## config.mk

```make
export PLATFORM = sky130hd
export DESIGN_NAME = uart_char_rx
export DESIGN_NICKNAME = d
export VERILOG_FILES = /design/src/rtl/gps_pkg.sv /design/src/rtl/uart_rx_sync.sv /design/src/rtl/uart_char_rx.sv
export SDC_FILE = /design/constraint.sdc
export NUM_CORES = 1
export LEC_CHECK = 0
export ABC_AREA = 0
export CORE_MARGIN = 10
export CORE_UTILIZATION = 57
export DETAILED_ROUTE_END_ITERATION = 6
export GPL_ROUTABILITY_DRIVEN = 0
export HOLD_SLACK_MARGIN = 0.08
export MAX_ROUTING_LAYER = met4
export PLACE_DENSITY = 0.78
export SLEW_MARGIN = 20
export SYNTH_ARGS = -nofsm -noshare
export SYNTH_HDL_FRONTEND = slang
export SYNTH_SLANG_ARGS = --single-unit
```

## constraint.sdc

```tcl
create_clock -name i_clk -period 3 [get_ports i_clk]
set_clock_uncertainty 0.15 [all_clocks]
set_input_delay 0.3 -clock i_clk [delete_from_list [all_inputs] [get_ports i_clk]]
set_output_delay 0.3 -clock i_clk [all_outputs]
set_load 0.05 [all_outputs]
```

## src/rtl/gps_pkg.sv

```systemverilog
// Shared definitions for the GPS receive path: UART receiver states, default
// bit timing and the ASCII framing characters the NMEA parser looks for.
package gps_pkg;

  typedef enum logic [2:0] {
    IDLE      = 3'd0,
    START     = 3'd1,
    DATA      = 3'd2,
    STOP      = 3'd3,
    WAIT_IDLE = 3'd4
  } rx_state_e;

  // 50 MHz system clock, 9600 baud GPS UART
  localparam int CLKS_PER_BIT_9600 = 5208;

  localparam logic [7:0] ASCII_DOLLAR = 8'h24;
  localparam logic [7:0] ASCII_STAR   = 8'h2A;
  localparam logic [7:0] ASCII_COMMA  = 8'h2C;
  localparam logic [7:0] ASCII_CR     = 8'h0D;
  localparam logic [7:0] ASCII_LF     = 8'h0A;

endpackage

```

## src/rtl/uart_rx_sync.sv

```systemverilog
// Two-flop synchroniser for the asynchronous UART line. Resets to the idle
// (high) level so releasing reset can never look like a start edge.
module uart_rx_sync (
  input  logic i_clk,
  input  logic i_rst,
  input  logic i_d,
  output logic o_q
);

  logic [1:0] sync_q;

  always_ff @(posedge i_clk or negedge i_rst) begin
    if (!i_rst) sync_q <= 2'b11;
    else        sync_q <= {sync_q[0], i_d};
  end

  assign o_q = sync_q[1];

endmodule

```

## src/rtl/uart_char_rx.sv

```systemverilog
// 8N1 UART byte receiver: mid-bit sampling, one-cycle byte/frame-error strobes,
// and break suppression by waiting for the line to return high.
module uart_char_rx
  import gps_pkg::*;
#(
  parameter int CLKS_PER_BIT = CLKS_PER_BIT_9600,
  parameter int CNT_W        = $clog2(CLKS_PER_BIT)
) (
  input  logic       i_clk,
  input  logic       i_rst,
  input  logic       i_rx,
  output logic [7:0] o_char,
  output logic       o_finished,
  output logic       o_frame_err
);

  localparam logic [CNT_W-1:0] HALF_LAST = CNT_W'(CLKS_PER_BIT / 2 - 1);
  localparam logic [CNT_W-1:0] FULL_LAST = CNT_W'(CLKS_PER_BIT - 1);

  logic             rx_s;
  rx_state_e        state_q, state_d;
  logic [CNT_W-1:0] cnt_q, cnt_d;
  logic [2:0]       idx_q, idx_d;
  logic [7:0]       shift_q, shift_d;
  logic [7:0]       char_q, char_d;
  logic             fin_q, fin_d;
  logic             ferr_q, ferr_d;

  uart_rx_sync u_sync (
    .i_clk (i_clk),
    .i_rst (i_rst),
    .i_d   (i_rx),
    .o_q   (rx_s)
  );

  always_ff @(posedge i_clk or negedge i_rst) begin
    if (!i_rst) begin
      state_q <= IDLE;
      cnt_q   <= '0;
      idx_q   <= '0;
      shift_q <= '0;
      char_q  <= '0;
      fin_q   <= 1'b0;
      ferr_q  <= 1'b0;
    end else begin
      state_q <= state_d;
      cnt_q   <= cnt_d;
      idx_q   <= idx_d;
      shift_q <= shift_d;
      char_q  <= char_d;
      fin_q   <= fin_d;
      ferr_q  <= ferr_d;
    end
  end

  always_comb begin
    state_d = state_q;
    cnt_d   = cnt_q;
    idx_d   = idx_q;
    shift_d = shift_q;
    char_d  = char_q;
    fin_d   = 1'b0;
    ferr_d  = 1'b0;
    case (state_q)
      IDLE: begin
        if (!rx_s) begin
          state_d = START;
          cnt_d   = '0;
        end
      end
      // Re-check the start bit at its middle; a short low pulse is discarded.
      START: begin
        if (cnt_q == HALF_LAST) begin
          cnt_d = '0;
          if (!rx_s) begin
            state_d = DATA;
            idx_d   = '0;
          end else begin
            state_d = IDLE;
          end
        end else begin
          cnt_d = cnt_q + 1'b1;
        end
      end
      DATA: begin
        if (cnt_q == FULL_LAST) begin
          cnt_d   = '0;
          shift_d = {rx_s, shift_q[7:1]};
          idx_d   = idx_q + 3'd1;
          if (idx_q == 3'd7) state_d = STOP;
        end else begin
          cnt_d = cnt_q + 1'b1;
        end
      end
      // Leaving at mid-stop-bit leaves half a bit of slack to catch the next start edge.
      STOP: begin
        if (cnt_q == FULL_LAST) begin
          cnt_d = '0;
          if (rx_s) begin
            char_d  = shift_q;
            fin_d   = 1'b1;
            state_d = IDLE;
          end else begin
            ferr_d  = 1'b1;
            state_d = WAIT_IDLE;
          end
        end else begin
          cnt_d = cnt_q + 1'b1;
        end
      end
      WAIT_IDLE: begin
        if (rx_s) state_d = IDLE;
      end
      default: state_d = IDLE;
    endcase
  end

  assign o_char      = char_q;
  assign o_finished  = fin_q;
  assign o_frame_err = ferr_q;

endmodule

```

==> results of run 1 <==
[kinds of logic after synthesis]
logic type / after synthesis / synth area share [%]
AOI/OAI and AO/OA: 33 / 12.4
DFF: 39 / 52.1
buffers and inverters: 10 / 3.20
muxes: 11 / 7.40
adders and majority gates: 3 / 2.00
and+or+nand+nor: 78 / 22.9
[final cells by class]
| class | instances | area (um2) |
|---|---|---|
| Fill cell | 267 | 1040 |
| Sequential cell | 39 | 978 |
| Multi-Input combinational cell | 125 | 840 |
| Timing Repair Buffer | 13 | 125 |
| Tap cell | 44 | 55.1 |
| Clock buffer | 6 | 41.3 |
| Clock inverter | 2 | 12.5 |
| Inverter | 2 | 7.51 |
[power by group through the flow]
| stage | clock network (uW) | logic, uW | registers (uW) |
|---|---|---|---|
| 6_report | 258 | 12.3 | 530 |
| 5_1_grt | 292 | 14.6 | 530 |
| 4_1_cts | 262 | 13.3 | 530 |
| 3_5_place_dp | 0 | 12.5 | 540 |
| 3_3_place_gp | 0 | 11.8 | 540 |
| 2_1_floorplan | 0 | 1.66 | 538 |
[flip-flops by register name (all words and copies together) (netlist names)]
name and cells:
cnt_q 13, o_char 8, u_sync.sync_q 2, idx_q 3, state_q 3, shift_q 8, o_finished 1, o_frame_err 1
[per-layer routing]
layer	vias to the layer above	GRT usage [%]	wire [um]	part of all wire, %
met5	-	-	0	0
met4	0	4.93	60	1.7
met3	7	3.92	222	6.4
met2	40	17.5	1560	45
met1	652	15.3	1600	46
li1	654	-	-	-
[path summary, 6_finish.rpt]
| check | startpoint | endpoint | slack [ps] | cells after the start |
|---|---|---|---|---|
| min in group asynchronous | i_rst | state_q[0] | 440 | 2 |
| worst min register to register | u_sync.sync_q[0] | u_sync.sync_q[1] | 220 | 0 |
| worst max register to register | cnt_q[0] | o_char[5] | 470 | 5 |
| worst max-delay path | cnt_q[0] | o_char[5] | 470 | 5 |
| worst min-delay path | i_rx | u_sync.sync_q[0] | 220 | 1 |
| max in group asynchronous | i_rst | o_char[4] | 1760 | 2 |
[worst max-delay path, delay by kind of cell, from the launching register on]
| kind | cells | cell delay [ps] |
|---|---|---|
| and+or+nand+nor | 3 | 1170 |
| DFF | 1 | 430 |
| muxes | 1 | 380 |
| adders and majority gates | 1 | 290 |
[cell usage after synthesis (2+ instances only)]
cell | n | area share (%)
sky130_fd_sc_hd__a31oi_1 | 6 | 2.0
sky130_fd_sc_hd__ha_1 | 3 | 2.0
sky130_fd_sc_hd__nand2_1 | 33 | 6.6
sky130_fd_sc_hd__nor3_1 | 3 | 0.80
sky130_fd_sc_hd__a22o_1 | 5 | 2.3
sky130_fd_sc_hd__dfrtp_1 | 37 | 49
sky130_fd_sc_hd__dfstp_2 | 2 | 2.8
sky130_fd_sc_hd__nor2_1 | 9 | 1.8
sky130_fd_sc_hd__nor4_1 | 3 | 1.0
sky130_fd_sc_hd__o21ai_0 | 5 | 1.3
sky130_fd_sc_hd__clkbuf_1 | 2 | 0.40
sky130_fd_sc_hd__a21oi_1 | 6 | 1.6
sky130_fd_sc_hd__nor2b_1 | 2 | 0.67
sky130_fd_sc_hd__inv_1 | 2 | 0.40
sky130_fd_sc_hd__nand3_1 | 9 | 2.4
sky130_fd_sc_hd__and2_1 | 2 | 0.67
sky130_fd_sc_hd__a41oi_1 | 4 | 1.9
sky130_fd_sc_hd__buf_2 | 3 | 0.80
sky130_fd_sc_hd__nand4b_1 | 2 | 0.93
sky130_fd_sc_hd__nor4_4 | 2 | 2.3
sky130_fd_sc_hd__buf_6 | 2 | 1.2
sky130_fd_sc_hd__mux2_2 | 10 | 6.0
sky130_fd_sc_hd__nand2b_1 | 2 | 0.67
[per-stage QoR]
step                      util, %  cells  total power (uW)  instance area [um2]  hold WS, ps
final                        66.4    231               800                 2060          215
after global routing         66.4    231               837                 2060          190
after CTS                    66.4    231               805                 2060          215
after detailed placement     64.3    222               552                 2000          199
after global placement       64.3    222               552                 2000          200
after floorplan                 -    174               540                 1880         -146
[timing repair]
action                    in CTS  in global routing
hold endpoints to repair      37                  0
gates resized for setup        0                  0
hold buffers                   1                  0
==> metrics, run 1 <==
critical path required time=about 3100 ps; largest fanout on the critical path=9; Placeable Area=between 3000 and 4000 um2; Clk Latency, worst-skew pair=330 ps; remaining global-route overflow=0; vias in the first global route=around 1,300; number of buffer cells added on primary ports=12; leakage power=about 0.00095 uW; part of the cycle the worst path needs=84.3%; final worst setup slack=about 470 ps; buffer depth of the longest clock path=2; Slew @ Worst Pin=866 ps; most used cells in the layout excluding fill and tap cells=sky130_fd_sc_hd__dfrtp_1 (37), sky130_fd_sc_hd__nand2_1 (33), sky130_fd_sc_hd__clkdlybuf4s50_1 (11); total track usage=12.1%; post-synthesis cell count=174; Die Wd=between 70 and 80 um; antenna violations before repair=0; buffers inserted during post-CTS setup optimization=0; detail-routed via count per cell=5.86; DRC=0; Yosys Warn Count=0; synthesized flop and latch total=39; clock slew at reported path FFs=110 ps; part of the total power dissipated in combinational logic=1.5%; average cell area after synthesis=10.8 um2; RSZ-0062 raised after global routing=false; Cell Chain, Critical Path=ha_1 -> nand4b_1 -> nor4_4 -> and4_1 -> mux2_2; total vias in the final route=roughly 1,400; detailed-routing iteration count for the pre-antenna-repair pass=4; clock net sink count=39; Detail Placement HPWL=roughly 2400 um; cell at the slowest stage of the critical path=sky130_fd_sc_hd__and4_1; htree depth=2; startpoint types=flip-flop; share of cells above drive strength 1=16.6%; Worst IR Drop VDD=around 0.29 mV; Row Count=20; sequential element share of the synthesized area=between 50% and 60%; top achievable clock speed=a little under 400 MHz; Final nets=192; Wirelength per Cell=14.9 um; commonest non-fill, non-tap cell in the layout=sky130_fd_sc_hd__dfrtp_1; endpoints failing setup=0; cell at the root of the clock tree=sky130_fd_sc_hd__clkbuf_4; switching power as a share of total power=22.4%; final hold violations=0; Min Clock Period, post-route=between 2000 and 3000 ps; crit path DAT=2610 ps; slew margin rel.=42.3%; clock buffers created by TritonCTS=5; I/O pins=13; starting density of the core=60.5%; power per unit of standard cell area=a little under 400 nW/um2; area enclosed by the die boundary=around 6000 um2; Place WS=499 ps; P_sw=179 uW; Synth Net Count=between 150 and 200; TritonCTS clock tree=yes; async set-reset flop share out of synthesis=100%; biggest cell delay along the critical path=510 ps; Final Max Slew Viols=0; count of flip-flops with a built-in enable after synthesis=0; Synth Cell Area=approximately 1900 um2; Area Overhead vs Synth=9.66%; Diodes inserted=0; most common flop cell mapped by yosys=sky130_fd_sc_hd__dfrtp_1; reported max-cap violation count=0; Hold Crit Class=in2reg; global-route wire length before repair=5900 um; detailed-route wire length=3440 um; worst setup path category=reg2reg; run status=complete, no violations; pin count of the biggest net entering global routing=40; Pint=621 uW; count of distinct cell types in the synthesized netlist=43; DRC marker count from the first detailed-route iteration=98; relative contribution of sequential cells to total power=between 60% and 70%; Die H=77.4 um; CP Capture Type=flip-flop; number of nets still failing antenna checks after routing=0; final setup TNS=0 ps; clock network power share=32.3%
Power figures use the tool's default switching activity.
==> inputs of run 2 (changes only) <==
- clock period: 3 -> 2.5 ns (I/O delays scaled with it)
==> run 2 against run 1 <==
Die area unchanged. First-iteration DRC count down 1.0%. Wire length up 5.9%. Setup slack worse by 280 ps. Largest cell class unchanged. Final cell count up 2.2%. Critical endpoint is now idx_q[0].
==> metrics, run 2 (same netlist as run 1, synthesis figures left out) <==
detailed-routing iteration count for the pre-antenna-repair pass=4; Row Count=20; share of cells above drive strength 1=19.3%; worst setup path category=reg2reg; Wirelength per Cell=15.4 um; clock buffers created by TritonCTS=5; Hold Crit Class=in2reg; critical path required time=2590 ps; RSZ-0062 raised after global routing=false; remaining global-route overflow=0; starting density of the core=roughly 61%; commonest non-fill, non-tap cell in the layout=sky130_fd_sc_hd__dfrtp_1; most used cells in the layout excluding fill and tap cells=sky130_fd_sc_hd__dfrtp_1 (37), sky130_fd_sc_hd__nand2_1 (33), sky130_fd_sc_hd__clkdlybuf4s50_1 (11); detail-routed via count per cell=5.86; slew margin rel.=44.7%; Clk Latency, worst-skew pair=340 ps; TritonCTS clock tree=yes; number of flip-flops under the largest register name=13; Diodes inserted=0; pin count of the biggest net entering global routing=40; total vias in the final route=1,384; register area=between 900 and 1000 um2; Min Clock Period, post-route=2310 ps; utilization of the core after routing=around 68%; Worst IR Drop VDD=0.279 mV; cell at the slowest stage of the critical path=sky130_fd_sc_hd__dfrtp_1; Buf+Inv Stages, Crit Path=0; power per unit of standard cell area=454 nW/um2; Detail Placement HPWL=2630 um; Die H=between 70 and 80 um; top achievable clock speed=434 MHz; total power after layout=about 950 uW; number of buffer cells added on primary ports=12; DRC marker count from the first detailed-route iteration=97; cell at the root of the clock tree=sky130_fd_sc_hd__clkbuf_4; leakage power=between 0.0009 and 0.001 uW; I/O pins=13; register with the most flip-flops=cnt_q; category of cells accounting for the largest share of critical-path delay=simple AND/OR/NAND/NOR gates; htree depth=2; number of inserted filler cells in the final layout=256; area enclosed by the die boundary=roughly 6000 um2; number of nets still failing antenna checks after routing=0; endpoints failing setup=0; Area Overhead vs Synth=11.7%; Placeable Area=3100 um2; Final nets=between 150 and 200; Final Max Slew Viols=0; biggest cell delay along the critical path=420 ps; run status=complete, no violations; part of the cycle the worst path needs=~92%; Die Wd=between 70 and 80 um; crit path DAT=2400 ps; vias in the first global route=between 1,000 and 1,500; antenna violations before repair=0; number of placed cells counting well taps=around 230; clock slew at reported path FFs=110 ps; buffers inserted during post-CTS setup optimization=0; final setup TNS=0 ps; largest fanout on the critical path=6; clock net sink count=39; detailed-route wire length=3640 um; DRC=0; reported max-cap violation count=0; final hold violations=0; Multi-input gate area=843 um2; final cell count without fillers=~240; CP Capture Type=flip-flop; startpoint types=flip-flop; Cell Chain, Critical Path=ha_2 -> or3b_1 -> nor4b_1 -> nand4b_1 -> o31a_1 -> mux2_2; buffer depth of the longest clock path=2; global-route wire length before repair=roughly 6400 um; Slew @ Worst Pin=830 ps; total track usage=13.3%
## run 2: path summary, 6_finish.rpt
path / startpoint / end / slack, ps / depth (start not counted)
max: cnt_q[0] / idx_q[0] / 190 / 6
min: i_rx / u_sync.sync_q[0] / 160 / 1
max reg2reg: cnt_q[0] / idx_q[0] / 190 / 6
min reg2reg: u_sync.sync_q[0] / u_sync.sync_q[1] / 220 / 0
max in group asynchronous: i_rst / cnt_q[4] / 1280 / 2
min in group asynchronous: i_rst / idx_q[0] / 380 / 2
## run 2: power by group
group | internal [uW] | switching [uW] | total, uW
registers | 634 | 2.09 | 636
clock network | 110 | 193 | 302
logic | 3.27 | 11.7 | 15.0
## run 2: worst register-to-register path: cells and delay by family (launching register included)
kind / cells / cell delay [ps]
flops: 1 / 420
compound gates: 1 / 320
fa+ha+maj: 1 / 250
simple gates: 3 / 780
mux: 1 / 280
## run 2: layout make-up
type                            count  share of cell area, %
Clock buffer                        7                   2.15
Sequential cell                    39                   46.7
Clock inverter                      1                  0.239
Tap cell                           44                   2.63
Multi-Input combinational cell    125                   40.2
Inverter                            2                  0.358
Timing Repair Buffer               18                   7.76
## run 2: repair_timing
action	4_1_cts	5_1_grt
setup endpoints to repair	0	9
hold buffers	1	0
hold endpoints to repair	37	0
gates resized for setup	0	2
## run 2: metal layers
metal | share of wire, % | track usage (%) | vias to the layer above
li1 | - | - | 667
met2 | 48 | 20.7 | 32
met3 | 4.9 | 3.69 | 8
met5 | 0 | - | -
met4 | 1.6 | 4.93 | 0
met1 | 45 | 16.1 | 677
## run 2: stage by stage
step           setup slack (ps)  area, um2  hold WS (ps)
5_1_grt                    23.6       2100           139
3_3_place_gp                192       2030           197
3_5_place_dp               66.0       2030           199
2_1_floorplan               313       1880          -196
6_report                    195       2100           162
4_1_cts                    56.9       2090           154
==> inputs of run 3 (changes only) <==
- SETUP_SLACK_MARGIN: not set -> 0.1
==> run 3 against run 2 <==
First-iteration DRC count down 20%. Core utilization is 0.81 points higher. Non-clock buffer count is 1 higher. Cell area rose by 1.2%. Fmax is 2.1% higher. Final cell count rose by 0.42%. Via count fell by 0.43%. Critical path depth rose by 1. Worst hold slack got worse by 0.86 ps. Power down 0.23%. Setup slack improved by 48 ps. Combinational power hardly changed. Critical path type unchanged. Critical endpoint is now state_q[0].
==> metrics, run 3 (same netlist as run 1, synthesis figures left out) <==
Die H=77.4 um; remaining global-route overflow=0; startpoint of the most critical register-to-register path=cnt_q[1]; Worst R2R Path Depth=7; clock buffers created by TritonCTS=5; Clk Latency, worst-skew pair=340 ps; starting density of the core=between 60% and 70%; I/O pins=13; Worst Hold Depth=1; Placed Instance Area=approximately 2000 um2; endpoints failing setup=0; htree depth=2; Slew @ Worst Pin=831 ps; leakage power=0.000980 uW; TritonCTS clock tree=yes; Placeable Area=3100 um2; RSZ-0062 raised after global routing=true; most used cells in the layout excluding fill and tap cells=sky130_fd_sc_hd__dfrtp_1 (37), sky130_fd_sc_hd__nand2_1 (33), sky130_fd_sc_hd__clkdlybuf4s50_1 (11); Min Clock Period, post-route=2260 ps; total vias in the final route=1,378; pin count of the biggest net entering global routing=40; area enclosed by the die boundary=~6000 um2; internal reg-to-reg setup slack=240 ps; crit path DAT=2380 ps; vias in the first global route=~1,400; Final nets=198; Diodes inserted=0; number of nets still failing antenna checks after routing=0; detailed-routing iteration count for the pre-antenna-repair pass=4; total track usage=roughly an eighth; destination of the worst register-to-register timing path=state_q[0]; top achievable clock speed=between 400 and 500 MHz; part of the cycle the worst path needs=90.3%; buffer depth of the longest clock path=2; DRC=0; critical path required time=2620 ps; endpoint of the worst hold path=u_sync.sync_q[0]; number of buffer cells added on primary ports=12; global-route wire length before repair=6390 um; commonest non-fill, non-tap cell in the layout=sky130_fd_sc_hd__dfrtp_1; number of flip-flops under the largest register name=13; hold wc startpoint=i_rx; CP Capture Type=flip-flop; reported max-cap violation count=0; DRC marker count from the first detailed-route iteration=78; Final Max Slew Viols=0; slew margin rel.=44.6%; detail-routed via count per cell=5.81; Die Wd=77.4 um; final cell count without fillers=~240; register with the most flip-flops=cnt_q; Detail Placement HPWL=2630 um; run status=complete, no violations; number of placed cells counting well taps=227; power per unit of standard cell area=between 400 and 500 nW/um2; startpoint types=flip-flop; detailed-route wire length=3630 um; Worst IR Drop VDD=~0.28 mV; largest fanout on the critical path=6; antenna violations before repair=0; Area Overhead vs Synth=13.0%; final std cell area, no fill=2120 um2; cell at the root of the clock tree=sky130_fd_sc_hd__clkbuf_4; clock net sink count=39; final hold violations=0; worst hold-check slack=between 150 and 200 ps; share of cells above drive strength 1=20.2%; Row Count=20; Wirelength per Cell=15.3 um; worst setup path category=reg2reg; Hold Crit Class=in2reg; final setup TNS=0 ps; clock slew at reported path FFs=100 ps
run 3: cell count changes in the layout (fill, tap and decap cells not counted), sizes merged:
cell | previous run | this run
buf | 6 | 7
run 3: worst max path at each step:
stage	from	endpoint
2_1_floorplan	cnt_q[0]	o_char[0]
4_1_cts	cnt_q[0]	o_char[1]
3_5_place_dp	cnt_q[0]	o_char[1]
6_report	cnt_q[1]	state_q[0]
5_1_grt	cnt_q[10]	cnt_q[7]
3_3_place_gp	cnt_q[0]	o_char[4]
run 3: power by group:
group | internal (uW) | total, uW | switching (uW)
Clock | 110 | 300 | 191
Combinational | 3.28 | 15.0 | 11.7
Sequential | 633 | 636 | 2.15
run 3: layout make-up:
class	count	area [um2]
multi-input combinational	125	861
inverter	2	7.51
clock inverter	1	5.00
sequential	39	978
timing repair buffer	19	170
clock buffer	7	45.0
tap	44	55.1
fill	254	981
run 3: routing by layer:
layer,up-vias,part of all wire [%],GRT usage (%)
met2,29,48,20.7
met3,8,4.3,3.69
met4,0,1.6,4.93
li1,666,-,-
met5,-,0,-
met1,675,46,16.1
run 3: per-stage QoR:
step | worst slack, ps | total power, uW | util [%]
6_report | 243 | 951 | 68.4
5_1_grt | 86.5 | 992 | 68.4
4_1_cts | 146 | 959 | 67.5
3_5_place_dp | 66.0 | 662 | 65.5
3_3_place_gp | 192 | 662 | 65.5
2_1_floorplan | 313 | 648 | -
run 3: what timing repair did:
action                                  4_1_cts  5_1_grt
gates resized for setup                       1        4
hold buffers                                  1        0
pin swaps                                     0        1
endpoints found under the hold margin        37        0
buffers inserted                              0        1
endpoints found under the setup margin        8       16
run 3: critical path, stage by stage (launching register included):
cell                       delay [ps]
sky130_fd_sc_hd__dfrtp_1          430
sky130_fd_sc_hd__ha_4             180
sky130_fd_sc_hd__nand4b_1         160
sky130_fd_sc_hd__nor4_4           430
sky130_fd_sc_hd__buf_4            200
sky130_fd_sc_hd__nand2_1           50
sky130_fd_sc_hd__mux4_1           480
sky130_fd_sc_hd__nor2_1           100
